`config.mk`:
```
export PLATFORM = sky130hd
export DESIGN_NAME = quad_velocity
export DESIGN_NICKNAME = d
export VERILOG_FILES = /design/src/rtl/quad_velocity_pkg.sv /design/src/rtl/hba_tick_gen.sv /design/src/rtl/quad_velocity.sv
export SDC_FILE = /design/constraint.sdc
export NUM_CORES = 1
export LEC_CHECK = 0
export CORE_UTILIZATION = 40
export CTS_CLUSTER_DIAMETER = 50
export DETAILED_ROUTE_END_ITERATION = 8
export GPL_TIMING_DRIVEN = 0
export SKIP_CTS_REPAIR_TIMING = 1
export SLEW_MARGIN = 20
export SYNTH_ARGS = -nofsm -noshare
export SYNTH_HDL_FRONTEND = slang
export SYNTH_HIERARCHICAL = 1
export SYNTH_SLANG_ARGS = --single-unit
```
`constraint.sdc`:
```
create_clock -name hba_clk -period 3.7 [get_ports hba_clk]
set_input_delay 0.555 -clock hba_clk [delete_from_list [all_inputs] [get_ports hba_clk]]
set_output_delay 0.555 -clock hba_clk [all_outputs]
set_load 0.01 [all_outputs]
```
`src/rtl/quad_velocity_pkg.sv`:
```
// Shared definitions for the quadrature velocity stage: direction encoding,
// symmetric saturation limits and FSM state encoding.
package quad_velocity_pkg;

  localparam logic DIR_FWD = 1'b1;

  typedef enum logic {
    ST_IDLE = 1'b0,
    ST_RUN  = 1'b1
  } state_t;

  // Symmetric limits: the most negative two's-complement code is never produced.
  function automatic int vel_max(input int width);
    return (1 << (width - 1)) - 1;
  endfunction

  function automatic int vel_min(input int width);
    return -vel_max(width);
  endfunction

endpackage

```
`src/rtl/hba_tick_gen.sv`:
```
// Prescaler producing a one-cycle tick every PRESCALE cycles while enabled;
// held at zero whenever the enable is low.
module hba_tick_gen #(
  parameter int PRESCALE = 50000
) (
  input  logic clk,
  input  logic rst,
  input  logic en,
  output logic tick
);

  localparam int CW = (PRESCALE > 2) ? $clog2(PRESCALE) : 1;
  localparam logic [CW-1:0] LAST = CW'(PRESCALE - 1);

  logic [CW-1:0] count;

  // NOTE: state registers use non-blocking assignments so every flop samples
  // pre-edge values regardless of process ordering.
  always_ff @(posedge clk or posedge rst) begin
    if (rst) begin
      count <= '0;
    end else if (!en) begin
      count <= '0;
    end else if (count == LAST) begin
      count <= '0;
    end else begin
      count <= count + 1'b1;
    end
  end

  assign tick = en && (count == LAST);

endmodule

```
`src/rtl/quad_velocity.sv`:
```
// Signed encoder velocity: net decoder steps over a window of prescaled ticks,
// with symmetric saturation and a stall detector.
module quad_velocity
  import quad_velocity_pkg::*;
#(
  parameter int   PRESCALE      = 50000,
  parameter int   WIN_WIDTH     = 8,
  parameter int   VEL_WIDTH     = 16,
  parameter int   STALL_WINDOWS = 4,
  parameter logic FWD           = DIR_FWD
) (
  input  logic                        hba_clk,
  input  logic                        hba_reset,
  input  logic                        en,
  input  logic [WIN_WIDTH-1:0]        window_ticks,
  input  logic                        pulse_in,
  input  logic                        dir_in,
  output logic signed [VEL_WIDTH-1:0] velocity,
  output logic                        vel_valid,
  output logic                        vel_sat,
  output logic                        stalled
);

  localparam logic signed [VEL_WIDTH-1:0] VEL_MAX = VEL_WIDTH'(vel_max(VEL_WIDTH));
  localparam logic signed [VEL_WIDTH-1:0] VEL_MIN = VEL_WIDTH'(vel_min(VEL_WIDTH));
  localparam logic signed [VEL_WIDTH-1:0] ONE     = VEL_WIDTH'(1);
  localparam int SW = (STALL_WINDOWS > 1) ? $clog2(STALL_WINDOWS + 1) : 1;
  localparam logic [SW-1:0] STALL_MAX = SW'(STALL_WINDOWS);

  state_t state, state_next;

  logic [WIN_WIDTH-1:0]        win_len;
  logic [WIN_WIDTH-1:0]        win_cnt;
  logic [WIN_WIDTH-1:0]        win_len_sample;
  logic signed [VEL_WIDTH-1:0] acc, acc_next;
  logic                        sat, sat_next;
  logic [SW-1:0]               stall_cnt, stall_next;
  logic                        run;
  logic                        tick;
  logic                        boundary;

  hba_tick_gen #(.PRESCALE(PRESCALE)) u_tick (
    .clk  (hba_clk),
    .rst  (hba_reset),
    .en   (state == ST_RUN),
    .tick (tick)
  );

  always_ff @(posedge hba_clk or posedge hba_reset) begin
    if (hba_reset) state <= ST_IDLE;
    else           state <= state_next;
  end

  // NOTE: every combinational output gets a default first, so no path can
  // leave a signal unassigned and infer a latch.
  always_comb begin
    state_next = state;
    case (state)
      ST_IDLE: if (en)  state_next = ST_RUN;
      ST_RUN:  if (!en) state_next = ST_IDLE;
      default:          state_next = ST_IDLE;
    endcase
  end

  assign run            = (state == ST_RUN) && en;
  assign boundary       = run && tick && (win_cnt == win_len - 1'b1);
  assign win_len_sample = (window_ticks == '0) ? WIN_WIDTH'(1) : window_ticks;

  // Saturating step; a clipped step marks the window as saturated.
  always_comb begin
    acc_next = acc;
    sat_next = sat;
    if (pulse_in) begin
      if (dir_in == FWD) begin
        if (acc == VEL_MAX) sat_next = 1'b1;
        else                acc_next = acc + ONE;
      end else begin
        if (acc == VEL_MIN) sat_next = 1'b1;
        else                acc_next = acc - ONE;
      end
    end
  end

  always_comb begin
    stall_next = '0;
    if (acc_next == '0) begin
      stall_next = (stall_cnt == STALL_MAX) ? stall_cnt : stall_cnt + 1'b1;
    end
  end

  always_ff @(posedge hba_clk or posedge hba_reset) begin
    if (hba_reset) begin
      win_len   <= '0;
      win_cnt   <= '0;
      acc       <= '0;
      sat       <= 1'b0;
      stall_cnt <= '0;
      velocity  <= '0;
      vel_valid <= 1'b0;
      vel_sat   <= 1'b0;
      stalled   <= 1'b0;
    end else begin
      vel_valid <= 1'b0;
      if (!run) begin
        // Loading every idle cycle leaves the value sampled on entry to RUN.
        win_cnt <= '0;
        acc     <= '0;
        sat     <= 1'b0;
        win_len <= win_len_sample;
      end else if (boundary) begin
        win_cnt   <= '0;
        win_len   <= win_len_sample;
        acc       <= '0;
        sat       <= 1'b0;
        velocity  <= acc_next;
        vel_sat   <= sat_next;
        vel_valid <= 1'b1;
        stall_cnt <= stall_next;
        stalled   <= (stall_next == STALL_MAX);
      end else begin
        acc <= acc_next;
        sat <= sat_next;
        if (tick) win_cnt <= win_cnt + 1'b1;
      end
    end
  end

endmodule
```
==> metrics.csv <==
stage;metric;value;unit
timing;unrepaired setup endpoints after global routing;false;
synthesis;total nets after synthesis;476;
min_path;Hold Crit Depth;2;
placed_design;count of input and output buffers;30;
min_path;worst min-delay path endpoint;velocity[9];
synthesis;count of flip-flops with a built-in enable after synthesis;0;
final_layout;number of filler instances in the final layout;987;
setup_path;Reg-to-Reg End;acc[14];
synthesis;commonest register cell after synthesis;sky130_fd_sc_hd__dfrtp_1;
placed_design;instance area at placement;0.00472;sq mm
min_path;Min-Delay Path Class;register to register;
min_path;worst min-delay path startpoint;velocity[9];
setup_path;worst reg2reg path startpoint;u_tick/count[0];
final_layout;n_diodes;0;
detailed_routing;count of vias placed by the detailed router;3576;
cts;number of buffers created by CTS;9;
detailed_routing;violation count after the first detailed-route iteration;344;
setup_path;critical path startpoint category;register;
timing;worst setup skew after layout;0.0125;ns
synthesis;sequential element share of the synthesized area;42.4;%
cts;clock slew at reported path FFs;0.08;ns
timing;Slew Viols, Final;0;
floorplan;Std-Cell Rows;37;
timing;total negative slack for setup checks;0;ns
floorplan;placeable core region;0.0103;sq mm
synthesis;cell area after synthesis;0.00425;sq mm
cts;insertion delay to the later sink of the worst-skew pair;0.35;ns
cts;TritonCTS sink count;72;
final_layout;final non-filler cell area;0.00493;sq mm
power;post-route total power;1.68;mW
global_route;number of global-route vias before repair;3439;
final_layout;growth of design area from synthesis to finish;15.9;%
timing;Fmax;296;MHz
setup_path;CP Capture Type;register;
floorplan;initial standard-cell utilization of the core;41.2;%
global_route;largest net degree at the start of global routing;57;
timing;measured slew at the worst slew-check pin;0.884;ns
setup_path;cell depth of the worst flop-to-flop path;12;
synthesis;proportion of synthesized flip-flops having asynchronous set or reset;100;%
cts;TritonCTS clock tree;built;
cts;clock tree root buffer cell;sky130_fd_sc_hd__clkbuf_8;
detailed_routing;total wirelength of the detailed-routed design;10300;um
cts;maximum buffer depth of the clock tree;2;
final_layout;area of all sequential standard cells;0.00180;sq mm
synthesis;Avg Cell Area, Syn;9.34;sq um
setup_path;Data required, critical path;3.92;ns
setup_path;type of the worst setup path;register to register;
global_route;number of antenna violations at the first check in global routing;0;
floorplan;die area;0.0110;sq mm
power;leakage;2.00;nW
final_layout;fraction of final layout cells sized beyond drive strength 1;11.4;%
synthesis;count of unique library cells instantiated by Yosys;67;
placed_design;Final GP Congestion;0.925;
cts;H-tree depth reported by CTS;3;
global_route;global-route usage over all layers;20.0;%
detailed_routing;antenna violation net count after detailed routing;0;
timing;Tmin final;3.38;ns
placed_design;estimated wirelength of the detail-placed design;7460;um
run_status;result of the run;complete, no violations;
timing;period utilization;91.4;%
setup_path;arrival time worst endpoint;3.60;ns
synthesis;synthesized instance count;455;
floorplan;width of the die;105;um
floorplan;Die Y-Extent;105;um
final_layout;total area of multi-input combinational cells;0.00227;sq mm
synthesis;count of warnings emitted by yosys;6;
global_route;first-pass GRT wire length;17500;um
setup_path;internal reg-to-reg setup slack;0.32;ns
detailed_routing;detail-routed net length per standard cell;16.2;um
global_route;GRT Residual Overflow;0;
setup_path;highest net fanout along the worst path;10;
detailed_routing;routed vias/inst;5.61;
timing;Hold Vio Cnt, Final;0;
final_layout;net total in the final layout;517;
detailed_routing;number of detailed-route iterations in the first pass;5;
timing;final setup violating endpoints;0;
synthesis;Yosys reg bits;72;
floorplan;I/O pin count;32;
power;power density relative to cell area;341;mW/mm^2
timing;Min Hold Slack;0.479;ns
timing;max-slew headroom at the worst pin;40.5;%
final_layout;Core Util, Final;47.7;%
power;maximum VDD drop;0.166;mV
detailed_routing;count of unresolved DRC violations after routing;0;
run;count of maximum capacitance violations;0;
==> flip-flops by register name, summed over array words and instances, names as in the netlist <==
signal / cells
acc: 16
vel_valid: 1
sat: 1
vel_sat: 1
u_tick/count: 16
win_cnt: 8
stalled: 1
state: 1
velocity: 16
stall_cnt: 3
win_len: 8
==> cells in the mapped netlist (2+ instances only) <==
cell type / n / area share (%)
sky130_fd_sc_hd__dfrtp_1: 72 / 42
sky130_fd_sc_hd__nor2_1: 56 / 4.9
sky130_fd_sc_hd__nand2_1: 31 / 2.7
sky130_fd_sc_hd__a21oi_1: 25 / 2.9
sky130_fd_sc_hd__inv_1: 20 / 1.8
sky130_fd_sc_hd__nand3_1: 18 / 2.1
sky130_fd_sc_hd__xnor2_1: 18 / 3.7
sky130_fd_sc_hd__nand4_1: 16 / 2.4
sky130_fd_sc_hd__clkbuf_1: 15 / 1.3
sky130_fd_sc_hd__o21ai_0: 15 / 1.8
sky130_fd_sc_hd__xor2_1: 15 / 3.1
sky130_fd_sc_hd__nor3_1: 14 / 1.6
sky130_fd_sc_hd__mux2_2: 12 / 3.2
sky130_fd_sc_hd__nor4_1: 12 / 1.8
sky130_fd_sc_hd__and3_1: 10 / 1.5
sky130_fd_sc_hd__buf_2: 8 / 0.94
sky130_fd_sc_hd__ha_1: 8 / 2.4
sky130_fd_sc_hd__and4_1: 7 / 1.4
sky130_fd_sc_hd__nor2b_1: 7 / 1.0
sky130_fd_sc_hd__o22ai_1: 6 / 0.88
sky130_fd_sc_hd__nor4_2: 5 / 1.5
sky130_fd_sc_hd__nand2b_1: 3 / 0.44
sky130_fd_sc_hd__nand3b_1: 3 / 0.53
sky130_fd_sc_hd__o2111ai_1: 3 / 0.62
sky130_fd_sc_hd__o21a_1: 3 / 0.53
sky130_fd_sc_hd__or3_1: 3 / 0.44
sky130_fd_sc_hd__a311oi_1: 2 / 0.41
sky130_fd_sc_hd__a41oi_1: 2 / 0.41
sky130_fd_sc_hd__and4b_1: 2 / 0.47
sky130_fd_sc_hd__buf_4: 2 / 0.35
sky130_fd_sc_hd__nand3_2: 2 / 0.47
sky130_fd_sc_hd__nor4_4: 2 / 1.0
sky130_fd_sc_hd__o31ai_1: 2 / 0.35
sky130_fd_sc_hd__o41ai_1: 2 / 0.41
sky130_fd_sc_hd__or4_1: 2 / 0.35
==> critical path, stage by stage (launching register included) <==
cell and delay [ns]:
sky130_fd_sc_hd__dfrtp_1 0.40, sky130_fd_sc_hd__ha_1 0.21, sky130_fd_sc_hd__and3_1 0.23, sky130_fd_sc_hd__nand4_1 0.22
sky130_fd_sc_hd__nor2_4 0.23, sky130_fd_sc_hd__nand4_1 0.12, sky130_fd_sc_hd__or4b_4 0.54, sky130_fd_sc_hd__a211oi_4 0.34
sky130_fd_sc_hd__inv_1 0.21, sky130_fd_sc_hd__nand3_2 0.21, sky130_fd_sc_hd__buf_2 0.25, sky130_fd_sc_hd__buf_4 0.21
sky130_fd_sc_hd__nor2_1 0.06
==> cell type report <==
type,instances,area share (%)
buffer,25,2.26
sequential,72,36.6
multi-input combinational,338,46.1
tap,136,3.45
clock inverter,6,1.37
clock buffer,10,2.59
inverter,20,1.57
timing repair buffer,30,6.09
==> power by group <==
part	internal [mW]	switching, mW	total [mW]
Sequential	0.803	0.0187	0.822
Clock	0.315	0.313	0.628
Combinational	0.0889	0.143	0.232
Total	1.21	0.475	1.68
==> worst max path at each step <==
stage                               start      end  depth (start not counted)  slack, ns
final                     u_tick/count[0]  acc[14]                         12       0.32
after global routing      u_tick/count[0]  acc[14]                         12       0.02
after detailed placement  u_tick/count[0]  acc[14]                         12       0.13
after CTS                 u_tick/count[0]  acc[14]                         12       0.09
after floorplan           u_tick/count[0]  acc[14]                         12       0.75
after global placement             dir_in  stalled                          9       0.12
==> routing by layer <==
layer	part of all wire [%]	wire length (um)	vias to the layer above	GRT usage [%]
met5	0	0	-	0
met4	1.4	144	0	7.44
met3	4.4	453	13	2.74
met2	44	4520	113	29.8
met1	51	5230	1714	29.4
li1	-	-	1736	-
==> cells in the final DEF (no fill, tap or decap), types with 3 or more instances in the layout <==
| cell type | count |
|---|---|
| sky130_fd_sc_hd__nand4_1 | 16 |
| sky130_fd_sc_hd__nand3_1 | 18 |
| sky130_fd_sc_hd__nor2b_1 | 7 |
| sky130_fd_sc_hd__o21ai_0 | 15 |
| sky130_fd_sc_hd__nor3_1 | 14 |
| sky130_fd_sc_hd__o22ai_1 | 6 |
| sky130_fd_sc_hd__o21a_1 | 3 |
| sky130_fd_sc_hd__buf_2 | 8 |
| sky130_fd_sc_hd__nor4_2 | 5 |
| sky130_fd_sc_hd__nor2_1 | 55 |
| sky130_fd_sc_hd__nand2_1 | 31 |
| sky130_fd_sc_hd__clkbuf_8 | 9 |
| sky130_fd_sc_hd__and4_1 | 7 |
| sky130_fd_sc_hd__ha_1 | 8 |
| sky130_fd_sc_hd__xor2_1 | 15 |
| sky130_fd_sc_hd__inv_1 | 19 |
| sky130_fd_sc_hd__mux2_2 | 12 |
| sky130_fd_sc_hd__nand3b_1 | 3 |
| sky130_fd_sc_hd__nand2b_1 | 3 |
| sky130_fd_sc_hd__o2111ai_1 | 3 |
| sky130_fd_sc_hd__clkbuf_1 | 16 |
| sky130_fd_sc_hd__clkdlybuf4s50_1 | 30 |
| sky130_fd_sc_hd__xnor2_1 | 18 |
| sky130_fd_sc_hd__or3_1 | 3 |
| sky130_fd_sc_hd__nor4_1 | 12 |
| sky130_fd_sc_hd__and3_1 | 10 |
| sky130_fd_sc_hd__dfrtp_1 | 72 |
| sky130_fd_sc_hd__a21oi_1 | 25 |
==> logic make-up after synthesis <==
family | count (synthesis) | synth area share (%)
DFF | 72 | 42.4
buffers and inverters | 45 | 4.38
AOI/OAI and AO/OA | 77 | 12.0
xor gates and xnor gates | 33 | 6.80
and+or+nand+nor | 207 | 28.7
adders and majority gates | 8 | 2.35
muxes | 13 | 3.41
==> per-stage QoR <==
stage | setup slack [ns] | instances
6_report | 0.317 | 637
5_1_grt | 0.0206 | 637
4_1_cts | 0.0938 | 637
3_5_place_dp | 0.128 | 621
3_3_place_gp | 0.119 | 621
2_1_floorplan | 0.748 | 455
(Power assumes the default switching activity.)
